## src/rtl/adaptive_bp_monitor_mc_pkg.sv

```systemverilog
// Shared types and defaults for the multi-channel backpressure monitor.
package bp_mon_pkg;

    typedef enum logic [1:0] {
        BP_NORMAL    = 2'd0,
        BP_CONGESTED = 2'd1,
        BP_RECOVER   = 2'd2
    } bp_state_e;

    localparam int BP_EVT_W = 16;

endpackage

```

## src/rtl/adaptive_bp_monitor_mc_channel.sv

```systemverilog
// One channel: occupancy counter, hysteretic congestion FSM with recovery hold,
// peak tracking and saturating congestion-entry counter.
module bp_channel
    import bp_mon_pkg::*;
#(
    parameter int DEPTH = 16,
    parameter int HI_TH = 12,
    parameter int LO_TH = 4,
    parameter int HOLD  = 8,
    parameter int EVT_W = BP_EVT_W,
    localparam int LVL_W = $clog2(DEPTH + 1)
) (
    input  logic             clk,
    input  logic             rst_n,
    input  logic             in_valid_i,
    input  logic             drain_i,
    input  logic             clr_stats_i,
    output logic             backpressure_o,
    output logic             congestion_o,
    output logic [LVL_W-1:0] level_o,
    output logic [LVL_W-1:0] peak_o,
    output logic [EVT_W-1:0] events_o
);

    localparam int HOLD_W = (HOLD > 1) ? $clog2(HOLD) : 1;

    localparam logic [LVL_W-1:0]  DEPTH_L   = LVL_W'(DEPTH);
    localparam logic [LVL_W-1:0]  HI_L      = LVL_W'(HI_TH);
    localparam logic [LVL_W-1:0]  LO_L      = LVL_W'(LO_TH);
    localparam logic [HOLD_W-1:0] HOLD_INIT = HOLD_W'(HOLD - 1);

    logic [LVL_W-1:0]  level_q;
    logic [LVL_W-1:0]  level_d;
    logic [LVL_W-1:0]  peak_q;
    logic [HOLD_W-1:0] hold_q;
    logic [EVT_W-1:0]  evt_q;
    bp_state_e         state_q;

    logic bp;
    logic accept;
    logic dec;

    // Stalling at DEPTH makes overflow unreachable, so no upper clamp is needed.
    assign bp     = (state_q != BP_NORMAL) || (level_q == DEPTH_L);
    assign accept = in_valid_i & ~bp;
    assign dec    = drain_i & (level_q != '0);

    always_comb begin
        level_d = level_q;
        if (accept && !dec) begin
            level_d = level_q + LVL_W'(1);
        end else if (!accept && dec) begin
            level_d = level_q - LVL_W'(1);
        end
    end

    always_ff @(posedge clk) begin
        if (!rst_n) begin
            level_q <= '0;
            state_q <= BP_NORMAL;
            hold_q  <= '0;
            peak_q  <= '0;
            evt_q   <= '0;
        end else begin
            level_q <= level_d;

            // Transitions look at the registered level, giving one cycle of detection latency.
            case (state_q)
                BP_NORMAL: begin
                    if (level_q >= HI_L) begin
                        state_q <= BP_CONGESTED;
                        if (evt_q != '1) begin
                            evt_q <= evt_q + EVT_W'(1);
                        end
                    end
                end
                BP_CONGESTED: begin
                    if (level_q <= LO_L) begin
                        state_q <= BP_RECOVER;
                        hold_q  <= HOLD_INIT;
                    end
                end
                BP_RECOVER: begin
                    if (level_q >= HI_L) begin
                        state_q <= BP_CONGESTED;
                    end else if (hold_q == '0) begin
                        state_q <= BP_NORMAL;
                    end else begin
                        hold_q <= hold_q - HOLD_W'(1);
                    end
                end
                default: begin
                    state_q <= BP_NORMAL;
                end
            endcase

            // Clearing wins over a same-cycle event increment.
            if (clr_stats_i) begin
                peak_q <= level_q;
                evt_q  <= '0;
            end else if (level_q > peak_q) begin
                peak_q <= level_q;
            end
        end
    end

    assign backpressure_o = bp;
    assign congestion_o   = (state_q == BP_CONGESTED);
    assign level_o        = level_q;
    assign peak_o         = peak_q;
    assign events_o       = evt_q;

endmodule

```

## src/rtl/adaptive_bp_monitor_mc.sv

```systemverilog
// Multi-channel backpressure monitor: N_CH independent channels with packed
// occupancy, peak and congestion-event telemetry.
module adaptive_bp_monitor_mc
    import bp_mon_pkg::*;
#(
    parameter int N_CH  = 4,
    parameter int DEPTH = 16,
    parameter int HI_TH = 12,
    parameter int LO_TH = 4,
    parameter int HOLD  = 8,
    parameter int EVT_W = BP_EVT_W,
    localparam int LVL_W = $clog2(DEPTH + 1)
) (
    input  logic                  clk,
    input  logic                  rst_n,
    input  logic [N_CH-1:0]       in_valid,
    input  logic [N_CH-1:0]       drain,
    input  logic                  clr_stats,
    output logic [N_CH-1:0]       backpressure,
    output logic [N_CH-1:0]       congestion,
    output logic                  any_congestion,
    output logic [N_CH*LVL_W-1:0] queue_level,
    output logic [N_CH*LVL_W-1:0] peak_level,
    output logic [N_CH*EVT_W-1:0] cong_events
);

    if (N_CH < 1) begin : g_chk_nch
        $error("adaptive_bp_monitor_mc: N_CH must be at least 1");
    end
    if (!((LO_TH >= 0) && (LO_TH < HI_TH) && (HI_TH <= DEPTH))) begin : g_chk_th
        $error("adaptive_bp_monitor_mc: thresholds must satisfy 0 <= LO_TH < HI_TH <= DEPTH");
    end
    if (HOLD < 1) begin : g_chk_hold
        $error("adaptive_bp_monitor_mc: HOLD must be at least 1");
    end

    for (genvar gi = 0; gi < N_CH; gi++) begin : g_ch
        bp_channel #(
            .DEPTH (DEPTH),
            .HI_TH (HI_TH),
            .LO_TH (LO_TH),
            .HOLD  (HOLD),
            .EVT_W (EVT_W)
        ) u_ch (
            .clk            (clk),
            .rst_n          (rst_n),
            .in_valid_i     (in_valid[gi]),
            .drain_i        (drain[gi]),
            .clr_stats_i    (clr_stats),
            .backpressure_o (backpressure[gi]),
            .congestion_o   (congestion[gi]),
            .level_o        (queue_level[gi*LVL_W +: LVL_W]),
            .peak_o         (peak_level[gi*LVL_W +: LVL_W]),
            .events_o       (cong_events[gi*EVT_W +: EVT_W])
        );
    end

    assign any_congestion = |congestion;

endmodule

```

## config.mk

```make
export PLATFORM = sky130hd
export DESIGN_NAME = adaptive_bp_monitor_mc
export DESIGN_NICKNAME = d
export VERILOG_FILES = /design/src/rtl/adaptive_bp_monitor_mc_pkg.sv /design/src/rtl/adaptive_bp_monitor_mc_channel.sv /design/src/rtl/adaptive_bp_monitor_mc.sv
export SDC_FILE = /design/constraint.sdc
export NUM_CORES = 1
export LEC_CHECK = 0
export CAP_MARGIN = 15
export CORE_AREA = 2 2 134 136
export DETAILED_ROUTE_END_ITERATION = 10
export DIE_AREA = 0 0 136 138
export HOLD_SLACK_MARGIN = 0.15
export SLEW_MARGIN = 30
export SYNTH_ARGS = -nofsm -noshare
export SYNTH_HDL_FRONTEND = slang
export SYNTH_SLANG_ARGS = --single-unit
export TNS_END_PERCENT = 50
```

## constraint.sdc

```tcl
create_clock -name clk -period 7 [get_ports clk]
set_clock_uncertainty 0.2 [all_clocks]
set_input_delay 1.75 -clock clk [delete_from_list [all_inputs] [get_ports clk]]
set_output_delay 1.75 -clock clk [all_outputs]
set_load 0.01 [all_outputs]
```

# Yosys cells after proc, flatten, opt, wreduce, memory -nomap -nowiden
# Index checks and enable logic that the tools add are counted.
[op_classes]
addsub = 16
n_mul = 0
div = 0
order_cmp = 12
eq_ne = 36
shift = 0
n_mux = 52
bitwise_logic = 13
n_reduce_logical = 62
[op_table]
columns = ["cell", "n"]
rows = [
  ["$mux 5", 16],
  ["$add 16x1->16 const B", 4],
  ["$ne 16x16->1 const B", 4],
  ["$mux 3", 12],
  ["$mux 2", 16],
  ["$reduce_bool 2->1", 16],
  ["$ne 2x2->1 const B", 12],
  ["$pmux 2 s3", 4],
  ["$pmux 3 s2", 4],
  ["$reduce_and 3->1", 8],
  ["$add 5x1->5 const B", 4],
  ["$eq 5x5->1 const B", 4],
  ["$ge 5x4->1 const B", 4],
  ["$gt 5x5->1", 4],
  ["$le 5x3->1 const B", 4],
  ["$reduce_bool 5->1", 4],
  ["$sub 5x1->5 const B", 4],
  ["$reduce_and 4->1", 4],
  ["$logic_not 3->1", 4],
  ["$ne 3x1->1 const B", 4],
  ["$sub 3x1->3 const B", 4],
  ["$and 1x1->1", 8],
  ["$eq 2x1->1 const B", 4],
  ["$eq 2x2->1 const B", 4],
  ["8 further kinds", 35],
]
[totals]
ff_bits = 124
latchBits = 0
ramBits = 0
romBits = 0
inputBits = 11
wordCells = 211
memories = 0

# Logic depth before layout (Yosys ltp)
# Gate-level depths: netlist of run 1.
[logic_depth]
depth_word = 8
mapped_depth = 11
mapped_depth_nobuf = 11

# By module
# From an unflattened synthesis of run 1, not the netlist that was laid out.
[unflattened]
hier_cells = 849
area_unflattened_um2 = 7203.2
[modules_own_cells]
columns = ["mod", "instances", "cells_per_inst", "area_each_um2", "seq_area_each_um2"]
rows = [
  ["bp_channel at g_ch[1].u_ch ...", 2, 215, 1793.0, 620.6],
  ["bp_channel at g_ch[0].u_ch", 1, 214, 1848.0, 620.6],
  ["bp_channel at g_ch[3].u_ch", 1, 204, 1761.7, 620.6],
  ["adaptive_bp_monitor_mc", 1, 1, 7.5, 0.0],
]

# Worst setup path before layout of run 1
# OpenSTA, ideal clock, no wires.
[synth_path]
kind = "input to register"
start = "in in_valid[3]"
end = "reg g_ch[3].u_ch.level_q[4]"
arrival_ps = 3362
required_time_ps = 6729
path_slack_ps = 3367
path_stages = 9
n_path_buf = 0
path_cell_list = "and3_1 > ha_1 > inv_1 > fa_1 > a21o_1 > a21oi_1 > xnor2_1 > or3_1 > a21oi_1"
[synth_between]
elab_chain_len = 4
elab_cells_between_ends = 6
cone_classes = "mux (1); bitwise (1); reduce/logical (4)"
[synth_lines]
columns = ["element", "line_no", "text"]
rows = [
  ["start, declared", "adaptive_bp_monitor_mc.sv:16", "input logic [N_CH-1:0] in_valid,"],
  ["$and 1x1->1 (*)", "adaptive_bp_monitor_mc_channel.sv:45", "assign accept = in_valid_i & ~bp;"],
  ["$logic_not 1->1", "adaptive_bp_monitor_mc_channel.sv:52", "end else if (!accept && dec) begin"],
  ["$logic_and 1x1->1", "adaptive_bp_monitor_mc_channel.sv:52", ""],
  ["$reduce_bool 2->1 (no line)", "--", ""],
  ["end signal, assigned", "adaptive_bp_monitor_mc_channel.sv:65", "level_q <= level_d;"],
  ["end, declared", "adaptive_bp_monitor_mc_channel.sv:32", "logic [LVL_W-1:0] level_q;"],
]
# Every way passes the cells marked *; elsewhere a longest branch is shown, timed or not.
# A chain may end at the register's enable or synchronous reset.

# Worst setup path in the final report of run 1
[layout_path]
start = "reg g_ch[3].u_ch.level_q[0]"
end = "out backpressure[3]"
[layout_between]
elab_chain_len = 2
[layout_lines]
columns = ["element", "line_no", "text"]
rows = [
  ["$eq 5x5->1", "adaptive_bp_monitor_mc_channel.sv:44", "assign bp = (state_q != BP_NORMAL) || (level_q == DEPTH_L);"],
  ["$logic_or 1x1->1", "adaptive_bp_monitor_mc_channel.sv:44", ""],
  ["end, declared", "adaptive_bp_monitor_mc.sv:19", "output logic [N_CH-1:0] backpressure,"],
]
# No other way between the ends.

==> results.sh, run 1 <==
export IMPL_preCtsSetupSlack_ns=2.72
export IMPL_setup_viol=0
export IMPL_path_max_fanout=7
export IMPL_vias_per_cell=5.17
export IMPL_min_path_type="flip-flop to flip-flop"
export IMPL_max_freq_mhz=244
export IMPL_cpPeakStageDelay_ns=0.57
export IMPL_ys_seq_elements=124
export IMPL_grt_ovfl_total=0
export IMPL_grt_max_degree=38
export IMPL_yosysWarningCount=0
export IMPL_worstSetupEndpointType="output pin"
export IMPL_cts_resized=0
export IMPL_maxSlewHeadroom_pct=48.5
export IMPL_rows=49
export IMPL_syn_nets=879
export IMPL_cts_root_buf="clkbuf_16"
export IMPL_ys_types=57
export IMPL_hp_start="g_ch[3].u_ch.hold_q[0]$_SDFFE_PN0P_"
export IMPL_post_dp_hpwl_um=11900
export IMPL_area_delta_synth_final_pct=29.4
export IMPL_start_kind="flip-flop"
export IMPL_io_buffers=123
export IMPL_async_reset_ff_share_pct=0
export IMPL_crit_type="flip-flop to output pin"
export IMPL_grt_pass1_vias=5574
export IMPL_cts_made_buffers=17
export IMPL_arrival_ns=2.15
export IMPL_die_y_um=138
export IMPL_holdWs_ns=0.289
export IMPL_die_w_um=136
export IMPL_slowest_stage="nor4_1"
export IMPL_dieArea_um2=18800
export IMPL_tns_ns=0
export IMPL_cellPowerDensity_nw_per_um2=346
export IMPL_track_usage_pct=18.4
export IMPL_cts_sinks=124
export IMPL_tightest_slew_ns=0.762
export IMPL_seq_area_frac_synth_pct=36.4
export IMPL_cts_tree="built"
export IMPL_n_fill_cell=1759
export IMPL_synth_main_ff_cell="dfxtp_1"
export IMPL_clk_pin_slew_ns=0.05
export IMPL_detail_route_antenna_nets=0
export IMPL_startpoint="g_ch[3].u_ch.level_o[0]$_SDFFE_PN0P_"
export IMPL_start_util_pct=38.9
export IMPL_grt_pass1_wl_um=28000
export IMPL_clkLatencyLatePin_ns=0.41
export IMPL_synthCells=815
export IMPL_avgSynthCellArea_um2=8.36
export IMPL_core_area_um2=17500
export IMPL_outcome="finished clean"
export IMPL_routed_wl_um=16900
export IMPL_rsz0062_at_grt="false"
export IMPL_p_leak_nw=3.27
export IMPL_io_pins=124
export IMPL_dr_pass1_iters=5
export IMPL_max_cap_viol_count=0
export IMPL_synth_edff_count=0
export IMPL_hold_buffers=0
export IMPL_nets=989
export IMPL_min_period_over_period_pct=58.6
export IMPL_synth_cell_area_um2=6810
export IMPL_crit_required_ns=5.05
export IMPL_setup_ws_ns=2.90
export IMPL_diodes=0
export IMPL_antenna_found_initial=0
export IMPL_drc=0
export IMPL_cts_htree_levels=4
export IMPL_drv_slew=0
export IMPL_post_cts_setup_buffer_count=0
export IMPL_crit_chain="nor4_1 -> nand2_1 -> nand2_1 -> clkdlybuf4s50_1"
export IMPL_route_detailed_wl_per_inst_um=14.4
export IMPL_hold_viol=0
export IMPL_r2r_start="g_ch[3].u_ch.level_o[0]$_SDFFE_PN0P_"
export IMPL_crit_family="simple AND/OR/NAND/NOR gates"
export IMPL_drive_gt1_share_pct=5.33
export IMPL_cts_max_path_buffers=2
export IMPL_gp_congestion=0.784
export IMPL_worst_path_buf_inv=1
export IMPL_min_period_ns=4.10
export IMPL_ir_drop_mv=0.210
export IMPL_route_vias_total=6032
export IMPL_cpMostUsedCell="nand2_1"
export IMPL_drt_initial_drc_count=282
-- layout make-up --
| type | count | area [µm²] | share of cell area [%] |
|---|---|---|---|
| clock buffer | 21 | 470 | 5.34 |
| clock inverter | 11 | 165 | 1.87 |
| inverter | 51 | 191 | 2.17 |
| multi-input combinational | 605 | 3970 | 45.1 |
| sequential | 124 | 2480 | 28.2 |
| tap | 229 | 287 | 3.25 |
| timing repair buffer | 126 | 1250 | 14.2 |
-- sequential cells by signal, indices dropped and copies added (netlist names) --
name,count
g_ch.u_ch.level_o,20
g_ch.u_ch.hold_q,12
g_ch.u_ch.events_o,64
g_ch.u_ch.state_q,8
g_ch.u_ch.peak_o,20
-- routing by layer --
metal | global-route usage [%] | routed length, µm | vias to the layer above
met5 | 0 | 0 | -
met4 | 5.48 | 64 | 0
met3 | 4.29 | 848 | 2
met2 | 27.3 | 7400 | 116
met1 | 26.5 | 8550 | 2797
li1 | - | - | 3117
-- power breakdown --
group          internal (mW)  switching [mW]  leakage [nW]
registers              0.812           0.158          1.01
logic                  0.539           0.597          1.96
clock network          0.622           0.320         0.301
-- kinds of logic after synthesis --
logic type	count (synthesis)	share of synthesized area, %
AO/OA/AOI/OAI	152	14.5
flip-flops	124	36.4
multiplexers	7	1.03
adder cells (fa/ha/maj)	53	10.2
buffers and inverters	86	5.31
XOR/XNOR	56	7.20
AND/OR/NAND/NOR	337	25.4
-- cell usage after synthesis, drive strengths merged, types with 24 or more instances --
master / count / share of area [%]
inv: 51 / 2.8
xor2: 29 / 3.7
dfxtp: 124 / 36
ha: 49 / 9.0
clkbuf: 24 / 1.3
nand3: 48 / 3.5
xnor2: 27 / 3.5
o21ai: 36 / 2.6
nor2: 82 / 4.5
nand4: 26 / 2.6
nand2: 70 / 3.9
a21oi: 40 / 2.9
-- cell usage in the layout (no fill, tap or decap), types with 5 or more instances in the layout --
cell type / count
o211ai_1: 5
o31ai_1: 10
a21o_1: 12
clkdlybuf4s50_1: 122
and4_1: 8
nand2_1: 70
o21ai_0: 31
nand3_1: 48
nor4b_1: 5
xnor2_1: 27
nand2b_1: 16
a21oi_1: 40
nor3_1: 19
o21a_1: 10
or3_1: 10
and2_1: 10
clkbuf_16: 17
a211oi_1: 9
ha_1: 49
and3_1: 12
dfxtp_1: 124
nor4_1: 11
inv_1: 50
xor2_1: 29
o21ai_1: 5
a31oi_1: 5
nor2_1: 82
nand4_1: 25
mux2i_1: 7
-- worst register-to-register path: stages (launching register included) --
cell	delay [ns]
dfxtp_1	0.42
nor4_1	0.57
inv_1	0.07
o21ai_0	0.22
ha_1	0.27
inv_1	0.12
fa_1	0.41
a21o_1	0.20
a21oi_1	0.18
xnor2_1	0.10
or3_1	0.30
a21oi_1	0.14
-- worst paths after layout --
check                                         end  slack, ns  cells past startpoint
min reg2reg   g_ch[3].u_ch.hold_q[0]$_SDFFE_PN0P_       0.29                      2
min           g_ch[3].u_ch.hold_q[0]$_SDFFE_PN0P_       0.29                      2
max                               backpressure[3]       2.90                      4
max reg2reg  g_ch[3].u_ch.level_o[4]$_SDFFE_PN0P_       3.71                     11
-- through the flow --
| stage | instance area, µm² | cells | power, mW | util, % |
|---|---|---|---|---|
| CTS | 8820 | 1167 | 3.09 | 50.3 |
| floorplan | 6810 | 815 | 1.74 | - |
| global placement | 8180 | 1135 | 2.11 | 46.7 |
| global route | 8820 | 1167 | 3.29 | 50.3 |
| detailed placement | 8180 | 1135 | 2.13 | 46.7 |
| finish | 8820 | 1167 | 3.05 | 50.3 |
No activity file was read; power rests on OpenSTA's default activity.
==> run 2: changes to the inputs <==
==> constraint.sdc (replaced) <==
create_clock -name clk -period 4.3 [get_ports clk]
set_clock_uncertainty 0.2 [all_clocks]
set_input_delay 1.075 -clock clk [delete_from_list [all_inputs] [get_ports clk]]
set_output_delay 1.075 -clock clk [all_outputs]
set_load 0.01 [all_outputs]
==> run 2 against run 1 <==
Compared with the run above: design area shrank 0.99%; sequential share of layout area rose by 0.28 points; core utilization down 0.50 points; routed wire length down 1.2%; first-iteration DRC count up 4.6%; highest routed layer unchanged.
==> results.sh, run 2 (synthesis gave the netlist of run 1 again) <==
export IMPL_route_detailed_wl_per_inst_um=14.3
export IMPL_core_area_um2=17500
export IMPL_die_y_um=138
export IMPL_diodes=0
export IMPL_post_cts_setup_buffer_count=0
export IMPL_cts_tree="built"
export IMPL_final_common_cell="dfxtp_1"
export IMPL_outcome="finished clean"
export IMPL_start_util_pct=38.9
export IMPL_detail_route_antenna_nets=0
export IMPL_die_w_um=136
export IMPL_nets=995
export IMPL_min_period_ns=3.51
export IMPL_cts_htree_levels=4
export IMPL_track_usage_pct=18.0
export IMPL_max_freq_mhz=285
export IMPL_grt_pass1_vias=5488
export IMPL_cts_resized=0
export IMPL_cellPowerDensity_nw_per_um2=538
export IMPL_crit_type="flip-flop to output pin"
export IMPL_cts_max_path_buffers=2
export IMPL_cts_sinks=124
export IMPL_gp_congestion=0.800
export IMPL_min_path_type="flip-flop to flip-flop"
export IMPL_tightest_slew_ns=0.842
export IMPL_clk_pin_slew_ns=0.05
export IMPL_reg2reg_to="g_ch[3].u_ch.level_o[4]$_SDFFE_PN0P_"
export IMPL_reg2reg_slack_ns=1.00
export IMPL_crit_end="backpressure[3]"
export IMPL_startpoint="g_ch[3].u_ch.level_o[0]$_SDFFE_PN0P_"
export IMPL_r2r_start="g_ch[3].u_ch.level_o[0]$_SDFFE_PN0P_"
export IMPL_mostFrequentLayoutCells="124 x dfxtp_1, 122 x clkdlybuf4s50_1, 82 x nor2_1"
export IMPL_setup_viol=0
export IMPL_route_vias_total=6067
export IMPL_largest_reg_flops=64
export IMPL_dr_pass1_iters=5
export IMPL_worstSetupEndpointType="output pin"
export IMPL_grt_pass1_wl_um=27500
export IMPL_min_period_over_period_pct=81.6
export IMPL_post_dp_hpwl_um=12100
export IMPL_grt_ovfl_total=0
export IMPL_cts_made_buffers=17
export IMPL_drv_slew=0
export IMPL_tns_ns=0
export IMPL_maxSlewHeadroom_pct=43.1
export IMPL_io_buffers=123
export IMPL_vias_per_cell=5.19
export IMPL_start_kind="flip-flop"
export IMPL_arrival_ns=2.23
export IMPL_crit_required_ns=3.02
export IMPL_hold_viol=0
export IMPL_final_cell_area_um2=8730
export IMPL_routed_wl_um=16700
export IMPL_grt_max_degree=45
export IMPL_holdWs_ns=0.286
export IMPL_hold_buffers=0
export IMPL_max_cap_viol_count=0
export IMPL_clkLatencyLatePin_ns=0.40
export IMPL_dpl_instance_area_um2=8230
export IMPL_antenna_found_initial=0
export IMPL_path_max_fanout=7
export IMPL_r2r_cells=11
export IMPL_rows=49
export IMPL_p_leak_nw=3.25
export IMPL_area_delta_synth_final_pct=28.1
export IMPL_ir_drop_mv=0.326
export IMPL_n_fill_cell=1752
export IMPL_cts_root_buf="clkbuf_16"
export IMPL_io_pins=124
export IMPL_drc=0
export IMPL_drt_initial_drc_count=295
export IMPL_dieArea_um2=18800
export IMPL_drive_gt1_share_pct=5.01
export IMPL_rsz0062_at_grt="false"
-- run 2: final cells by class --
cell class	instances	area [µm²]	share of cell area, %
Inverter	51	191	2.19
Tap cell	229	287	3.28
Sequential cell	124	2480	28.4
Clock inverter	4	45.0	0.516
Timing Repair Buffer	132	1290	14.8
Clock buffer	23	458	5.25
Multi-Input combinational cell	605	3970	45.5
-- run 2: worst max-delay path: stages, from the launching register on --
cell             delay (ns)
dfxtp_1                0.40
nor4_1                 0.66
nand2_1                0.14
nand2_1                0.10
clkdlybuf4s50_1        0.53
-- run 2: worst min-delay path by stage --
stage                                   startpoint                                  end  slack [ns]  depth (start not counted)
2_1_floorplan  g_ch[3].u_ch.hold_q[0]$_SDFFE_PN0P_  g_ch[3].u_ch.hold_q[0]$_SDFFE_PN0P_        0.27                          2
3_3_place_gp   g_ch[2].u_ch.peak_o[2]$_SDFFE_PN0P_  g_ch[2].u_ch.peak_o[2]$_SDFFE_PN0P_        0.28                          2
3_5_place_dp   g_ch[3].u_ch.hold_q[0]$_SDFFE_PN0P_  g_ch[3].u_ch.hold_q[0]$_SDFFE_PN0P_        0.28                          2
4_1_cts        g_ch[3].u_ch.hold_q[0]$_SDFFE_PN0P_  g_ch[3].u_ch.hold_q[0]$_SDFFE_PN0P_        0.29                          2
5_1_grt        g_ch[0].u_ch.peak_o[1]$_SDFFE_PN0P_  g_ch[0].u_ch.peak_o[1]$_SDFFE_PN0P_        0.31                          2
6_report       g_ch[3].u_ch.hold_q[0]$_SDFFE_PN0P_  g_ch[3].u_ch.hold_q[0]$_SDFFE_PN0P_        0.29                          2
-- run 2: per-layer routing --
layer	vias to the layer above	wire length, µm	global-route usage (%)
met3	16	842	5.02
li1	3130	-	-
met1	2796	8300	25.0
met5	-	0	0
met4	0	236	4.82
met2	125	7280	27.4
-- run 2: metrics by stage --
step                      power (mW)  utilization (%)  std cells  setup slack, ns
final                           4.70             49.8       1168            0.792
after global routing            5.06             49.8       1168            0.753
after CTS                       4.75             49.8       1168            0.861
after detailed placement        3.46             46.9       1141            0.711
after global placement          3.44             46.9       1141            0.704
after floorplan                 2.84                -        815             1.34
-- run 2: power by group --
group	leakage (nW)	switching [mW]	internal (mW)	total (mW)
logic	1.99	0.989	0.887	1.88
registers	1.01	0.240	1.32	1.56
clock network	0.248	0.468	0.789	1.26
total	3.25	1.70	3.00	4.70
==> run 3: changes to the inputs <==
--- a/config.mk
+++ b/config.mk
@@ -10,6 +10,7 @@
 export DETAILED_ROUTE_END_ITERATION = 10
 export DIE_AREA = 0 0 136 138
 export HOLD_SLACK_MARGIN = 0.15
+export PLACE_DENSITY = 0.65
 export SLEW_MARGIN = 30
 export SYNTH_ARGS = -nofsm -noshare
 export SYNTH_HDL_FRONTEND = slang
==> constraint.sdc (replaced) <==
create_clock -name clk -period 3.2 [get_ports clk]
set_clock_uncertainty 0.2 [all_clocks]
set_input_delay 0.8 -clock clk [delete_from_list [all_inputs] [get_ports clk]]
set_output_delay 0.8 -clock clk [all_outputs]
set_load 0.01 [all_outputs]
==> run 3 against run 2 <==
Compared with the run above: core utilization increased by 1.7 points; setup slack got worse by 0.60 ns; die area unchanged.
==> results.sh, run 3 (synthesis gave the netlist of run 1 again) <==
export IMPL_outcome="finished clean"
export IMPL_arrival_ns=2.01
export IMPL_die_y_um=138
export IMPL_route_detailed_wl_per_inst_um=13.9
export IMPL_slowest_stage="clkdlybuf4s50_1"
export IMPL_tightest_slew_ns=0.771
export IMPL_dieArea_um2=18800
export IMPL_p_leak_nw=3.42
export IMPL_area_delta_synth_final_pct=32.5
export IMPL_drive_gt1_share_pct=8.06
export IMPL_p_int_mw=4.44
export IMPL_hold_viol=0
export IMPL_min_period_ns=3.01
export IMPL_drt_initial_drc_count=301
export IMPL_crit_required_ns=2.20
export IMPL_start_util_pct=38.9
export IMPL_die_w_um=136
export IMPL_min_path_type="flip-flop to flip-flop"
export IMPL_grt_ovfl_total=0
export IMPL_seq_power_share_pct=29.0
export IMPL_dr_pass1_iters=4
export IMPL_cts_tree="built"
export IMPL_reg2reg_slack_ns=0.26
export IMPL_detail_route_antenna_nets=0
export IMPL_crit_chain="nor4_2 -> nand2_1 -> nand2_1 -> clkdlybuf4s50_1"
export IMPL_power_switching_mw=2.36
export IMPL_crit_type="flip-flop to output pin"
export IMPL_grt_pass1_vias=5579
export IMPL_drv_slew=0
export IMPL_p_clk_share_pct=29.5
export IMPL_finalPower_mw=6.79
export IMPL_comb_power_share_pct=41.5
export IMPL_route_vias_total=6193
export IMPL_drc=0
export IMPL_setup_viol=0
export IMPL_setup_ws_ns=0.194
export IMPL_min_period_over_period_pct=93.9
export IMPL_core_area_um2=17500
export IMPL_grt_max_degree=36
export IMPL_cts_max_path_buffers=2
export IMPL_nets=1020
export IMPL_cpMostUsedCell="nand2_1"
export IMPL_fin_util_pct=51.5
export IMPL_worstSetupEndpointType="output pin"
export IMPL_routed_wl_um=16700
export IMPL_io_buffers=123
export IMPL_cellPowerDensity_nw_per_um2=752
export IMPL_track_usage_pct=18.2
export IMPL_clk_pin_slew_ns=0.06
export IMPL_cts_made_buffers=17
export IMPL_maxSlewHeadroom_pct=47.9
export IMPL_start_kind="flip-flop"
export IMPL_ir_drop_mv=0.456
export IMPL_path_max_fanout=2
export IMPL_post_dp_hpwl_um=12200
export IMPL_worst_path_buf_inv=1
export IMPL_cpPeakStageDelay_ns=0.58
export IMPL_vias_per_cell=5.17
export IMPL_cts_root_buf="clkbuf_16"
export IMPL_swShare_pct=34.7
export IMPL_rsz0062_at_grt="false"
export IMPL_gp_congestion=0.794
export IMPL_crit_family="simple AND/OR/NAND/NOR gates"
export IMPL_max_cap_viol_count=0
export IMPL_max_freq_mhz=333
export IMPL_mostFrequentLayoutCells="124 x dfxtp_1, 122 x clkdlybuf4s50_1, 82 x nor2_1"
export IMPL_cts_htree_levels=4
export IMPL_largest_reg_flops=64
export IMPL_diodes=0
export IMPL_io_pins=124
export IMPL_rows=49
export IMPL_final_common_cell="dfxtp_1"
export IMPL_cts_sinks=124
export IMPL_preCtsSetupSlack_ns=-0.0226
export IMPL_clkLatencyLatePin_ns=0.42
export IMPL_grt_pass1_wl_um=27900
export IMPL_antenna_found_initial=0
[run 3: worst reg2reg max path, cell delays in order, from the launching register on]
cell	delay, ns
dfxtp_1	0.32
nor4_1	0.49
nand2_1	0.14
and3_1	0.21
ha_1	0.21
inv_1	0.14
ha_1	0.28
a21o_1	0.18
a21oi_1	0.17
xnor2_1	0.09
or3_1	0.31
a21oi_1	0.14
[run 3: path summary, 6_finish.rpt]
check	startpoint	end	cells after the start
max reg2reg	g_ch[2].u_ch.level_o[0]$_SDFFE_PN0P_	g_ch[2].u_ch.level_o[4]$_SDFFE_PN0P_	11
max	g_ch[3].u_ch.level_o[0]$_SDFFE_PN0P_	backpressure[3]	4
min reg2reg	g_ch[2].u_ch.peak_o[1]$_SDFFE_PN0P_	g_ch[2].u_ch.peak_o[1]$_SDFFE_PN0P_	2
min	g_ch[2].u_ch.peak_o[1]$_SDFFE_PN0P_	g_ch[2].u_ch.peak_o[1]$_SDFFE_PN0P_	2
[run 3: layout make-up]
| class | instances | area [µm²] |
|---|---|---|
| Multi-Input combinational cell | 605 | 3980 |
| Clock buffer | 23 | 468 |
| Tap cell | 229 | 287 |
| Fill cell | 1710 | 8510 |
| Timing Repair Buffer | 157 | 1480 |
| Inverter | 51 | 191 |
| Sequential cell | 124 | 2480 |
| Clock inverter | 8 | 140 |
[run 3: timing repair]
action                                  in CTS  in global routing
gates resized for setup                      0                  1
buffers inserted                             0                  0
endpoints found under the setup margin       0                  2
hold buffers                                 0                  0
endpoints found under the hold margin        0                  0
[run 3: per-layer routing]
| metal | vias up | wire length (µm) | track usage, % |
|---|---|---|---|
| li1 | 3172 | - | - |
| met1 | 2876 | 8660 | 26.3 |
| met2 | 133 | 7080 | 26.9 |
| met3 | 12 | 787 | 4.91 |
| met4 | 0 | 163 | 4.66 |
| met5 | - | 0 | 0 |
[run 3: power groups by stage]
stage	logic, mW	clock network [mW]	registers, mW
6_report	2.82	2.00	1.97
5_1_grt	3.18	2.12	2.01
4_1_cts	2.84	2.04	1.97
3_5_place_dp	2.83	0	2.00
3_3_place_gp	2.77	0	1.99
2_1_floorplan	1.70	0	2.11
[run 3: per-stage QoR]
stage	area [µm²]	cells	TNS, ns	hold WS, ns
after global placement	8410	1166	0	0.278
after CTS	9020	1197	0	0.291
final	9030	1197	0	0.290
after detailed placement	8410	1166	-0.0272	0.280
after floorplan	6810	815	0	0.268
after global routing	9030	1197	0	0.304
